===== src/rtl/muli_pipe.sv =====
// muli_pipe: elastic pipelined integer multiplier.
// Operands join on lhs/rhs valid. The selected product half enters stage 1,
// and stages 2..LATENCY retime it toward the result channel. Each stage has
// its own valid bit, so an empty slot always accepts and bubbles collapse.
module muli_pipe #(
  parameter int DATA_TYPE = 32,
  parameter int LATENCY   = 4,
  parameter int SIGNED    = 0,
  parameter int HIGH_HALF = 0
) (
  input  logic                 clk,
  input  logic                 rst,
  input  logic [DATA_TYPE-1:0] lhs,
  input  logic                 lhs_valid,
  input  logic [DATA_TYPE-1:0] rhs,
  input  logic                 rhs_valid,
  input  logic                 result_ready,
  output logic [DATA_TYPE-1:0] result,
  output logic                 result_valid,
  output logic                 lhs_ready,
  output logic                 rhs_ready
);

  localparam int PW = 2 * DATA_TYPE;

  logic [PW-1:0]        lhs_ext;
  logic [PW-1:0]        rhs_ext;
  logic [PW-1:0]        product;
  logic [DATA_TYPE-1:0] prod_sel;

  logic [LATENCY-1:0]   v;
  logic [LATENCY-1:0]   adv;
  logic [LATENCY-1:0]   in_v;
  logic [DATA_TYPE-1:0] d    [LATENCY];
  logic [DATA_TYPE-1:0] in_d [LATENCY];
  logic                 tail_full;
  logic                 fire;

  // Extend operands to full product width and select the requested half.
  always_comb begin
    if (SIGNED != 0) begin
      lhs_ext = {{DATA_TYPE{lhs[DATA_TYPE-1]}}, lhs};
      rhs_ext = {{DATA_TYPE{rhs[DATA_TYPE-1]}}, rhs};
    end else begin
      lhs_ext = {{DATA_TYPE{1'b0}}, lhs};
      rhs_ext = {{DATA_TYPE{1'b0}}, rhs};
    end
    product  = lhs_ext * rhs_ext;
    prod_sel = (HIGH_HALF != 0) ? product[PW-1:DATA_TYPE] : product[DATA_TYPE-1:0];
  end

  // Stage i advances unless it and every stage after it are full and the
  // sink is stalled; this is the unrolled form of the recursive stall chain.
  always_comb begin
    adv       = '0;
    tail_full = 1'b1;
    for (int unsigned i = 0; i < LATENCY; i++) begin
      tail_full = 1'b1;
      for (int unsigned j = i; j < LATENCY; j++) begin
        tail_full = tail_full & v[j];
      end
      adv[i] = result_ready | ~tail_full;
    end
  end

  // Join: both operands must be present and stage 1 must be able to load.
  always_comb begin
    fire      = lhs_valid & rhs_valid & adv[0];
    lhs_ready = rhs_valid & adv[0];
    rhs_ready = lhs_valid & adv[0];
  end

  // Input of each stage: the join for stage 1, the previous stage otherwise.
  always_comb begin
    in_v    = '0;
    in_v[0] = fire;
    in_d[0] = prod_sel;
    for (int unsigned i = 1; i < LATENCY; i++) begin
      in_v[i] = v[i-1];
      in_d[i] = d[i-1];
    end
  end

  // Stage registers; data moves only with a valid token to avoid toggling.
  always_ff @(posedge clk) begin
    if (rst) begin
      v <= '0;
      for (int unsigned i = 0; i < LATENCY; i++) begin
        d[i] <= '0;
      end
    end else begin
      for (int unsigned i = 0; i < LATENCY; i++) begin
        if (adv[i]) begin
          v[i] <= in_v[i];
          if (in_v[i]) begin
            d[i] <= in_d[i];
          end
        end
      end
    end
  end

  assign result       = d[LATENCY-1];
  assign result_valid = v[LATENCY-1];

endmodule


===== config.mk =====
export PLATFORM = sky130hd
export DESIGN_NAME = muli_pipe
export DESIGN_NICKNAME = d
export VERILOG_FILES = /design/src/rtl/muli_pipe.sv
export SDC_FILE = /design/constraint.sdc
export NUM_CORES = 1
export LEC_CHECK = 0
export ABC_AREA = 0
export CORE_AREA = 2 2 207 209
export DETAILED_ROUTE_END_ITERATION = 8
export DIE_AREA = 0 0 209 211
export HOLD_SLACK_MARGIN = 0.05
export PLACE_DENSITY = 0.71
export REMOVE_ABC_BUFFERS = 1
export SLEW_MARGIN = 20
export SYNTH_ARGS = -nofsm -noshare
export SYNTH_HDL_FRONTEND = slang
export SYNTH_SLANG_ARGS = --single-unit

===== constraint.sdc =====
create_clock -name clk -period 15.95 [get_ports clk]
set_clock_uncertainty 0.2 [all_clocks]
set_input_delay 1.595 -clock clk [delete_from_list [all_inputs] [get_ports clk]]
set_output_delay 1.595 -clock clk [all_outputs]
set_load 0.02 [all_outputs]

==> impl_metrics.toml <==
[run_status]
status = "complete, no violations"

[clock_tree]
cts_tree = "done"
cts_resized = 0
clockBufferDepth = 2
path_clk_slew_ns = 0.05
postCtsSetupBuffers = 0
holdBufCountCts = 0
cts.sinks = 132
numCtsBuffers = 17
clk-insertion-delay-late_ns = 0.41
ctsHtreeMaxLevel = 4
cts-root-buf = "clkbuf_16"

[layout]
area_growth_pct = 10.4
final_area_um2 = 22800
nFillCells = 3600
diodes = 0
final_layout_size_suffix_gt1_share_pct = 3.82
instances_no_fill = 2605
final_net_count = 2653

[timing]
finalHoldViolCount = 0
timing.final.crit_share_pct = 57.3
worst_pin_slew_ns = 1.11
finalSetupViolations = 0
tns_ns = 0
rsz0062_at_grt = "false"
slew_headroom_pct = 25.8
fmax_mhz = 109
slew_viol_final = 0
min_period_ns = 9.15

[synth]
synth_edf_count = 128
syn_area_um2 = 20600
syn_area_per_cell_um2 = 10.3
synthTopCellsByArea = "fa_1 (40%), edfxtp_1 (19%), and2_1 (14%)"
synth_cell_type_count = 48
synthTopCellsByCount = "and2_1 (457), fa_1 (408), inv_1 (362)"
synth_area_leader_cell = "fa_1"
syn_inst = 2003
synthArstFlopShare_pct = 0
synth_top_flop_cell = "edfxtp_1"
yosys_warnings = 0
synth_top_area_share_pct = 39.6
synth_seq_area_share_pct = 19.0
synth.most_common_cell = "and2_1"
ys_ff_latch = 132

[die]
die_h_um = 211
start_util_pct = 49.4
coreArea_um2 = 41800
die_x_um = 209
pin_count = 104
die-area_um2 = 44100
rows = 75

[drt]
vias_per_cell = 5.20
drt_wl_total_um = 46700
routedWlPerCell_um = 17.9
drcViolationCount = 0
routed-via-count = 13500
detail-route-antenna-nets = 0
drt_iter0_markers = 714
drtPass1Iterations = 5

[global_route]
antenna_found_initial = 0
grt_max_degree = 33
first_global_vias = 14900
grt_overflow = 0
grt_pass1_wl_um = 78300
globalRouteTotalUtil_pct = 22.8

[place]
gp_congestion = 0.890
port_buffers = 103
place_inst = 2573
placed_cell_area_um2 = 22100
dp_hpwl_um = 36200

[min_path]
hp-class = "flop to flop"

[critical_path]
path_max_fanout = 27
critPathKind = "input port to flop"
critPathLaunchType = "input port"
endpoint_kind = "flop"
worstPathRequired_ns = 15.88
arrival_ns = 9.08

[run]
maxCapViolCount = 0
stage by stage:
| stage | utilization, % | hold WS [ns] | setup WS, ns |
|---|---|---|---|
| after floorplan | - | 0.233 | 8.13 |
| final | 54.5 | 0.280 | 6.80 |
| after global placement | 53.0 | 0.251 | 6.58 |
| after CTS | 54.5 | 0.278 | 6.84 |
| after global routing | 54.5 | 0.313 | 6.49 |
| after detailed placement | 53.0 | 0.266 | 6.40 |
layer usage:
| metal | GRT usage (%) | wire [um] | share of wire (%) | up-vias |
|---|---|---|---|---|
| met1 | 30.4 | 19600 | 42 | 6843 |
| met5 | 0 | 0 | 0 | - |
| met4 | 7.44 | 1460 | 3.1 | 0 |
| li1 | - | - | - | 6072 |
| met3 | 3.49 | 3200 | 6.9 | 96 |
| met2 | 38.3 | 22400 | 48 | 524 |
flip-flops by register name, indices dropped and copies added, names as in the netlist:
signal	count
d	128
v	4
critical path, stage by stage:
cell             delay (ns)
clkdlybuf4s50_1        0.95
and2_1                 0.42
fa_1                   0.58
fa_1                   0.45
fa_1                   0.52
inv_1                  0.06
fa_1                   0.49
inv_1                  0.06
fa_1                   0.51
inv_1                  0.06
fa_1                   0.54
inv_1                  0.05
fa_1                   0.49
fa_1                   0.42
ha_1                   0.40
nand3_1                0.16
nor4_1                 0.34
o2111ai_1              0.16
o2111ai_1              0.19
nand4_1                0.19
a31oi_1                0.26
o21a_1                 0.15
nor3_1                 0.04
cell type report:
cell class | count | area [um2] | share of cell area, %
Multi-Input combinational cell | 1415 | 15000 | 65.8
Sequential cell | 132 | 3920 | 17.2
Inverter | 362 | 1360 | 5.97
Timing Repair Buffer | 125 | 1180 | 5.19
Tap cell | 539 | 674 | 2.96
Clock buffer | 17 | 425 | 1.87
Clock inverter | 15 | 213 | 0.934
cells by family (layout without fill, tap and decap cells):
group                    count (synthesis)  in the layout  share of synthesized area [%]
adder cells (fa/ha/maj)                531            531                           47.1
AO/OA/AOI/OAI                           76             76                           2.52
XOR/XNOR                                82             82                           3.75
flip-flops                             132            132                           19.0
buffers and inverters                  456            519                           8.30
AND/OR/NAND/NOR                        726            726                           19.3
layout by cell type (no fill, tap or decap), drive strengths merged, types with 9 or more instances in the layout:
cell type,count
a21o,11
clkdlybuf4s50,100
nor2,46
nand2,182
buf,25
ha,123
o21ai,13
fa,408
a21oi,26
edfxtp,128
clkbuf,17
xnor2,59
clkinv,9
inv,362
xor2,22
and2,464
worst paths after layout:
| check | startpoint | endpoint | slack (ns) | depth (start not counted) |
|---|---|---|---|---|
| min | v[0]$_SDFFE_PP0N_ | v[1]$_SDFFE_PP0N_ | 0.28 | 2 |
| max reg2reg | v[3]$_SDFFE_PP0N_ | d[0][27]$_SDFFCE_PN0P_ | 13.69 | 4 |
| max | rhs[5] | d[0][30]$_SDFFCE_PN0P_ | 6.80 | 23 |
| min reg2reg | v[0]$_SDFFE_PP0N_ | v[1]$_SDFFE_PP0N_ | 0.28 | 2 |
Power is not shown: default switching activity piles up to over one toggle a cycle in this logic, so the estimate is an artifact.
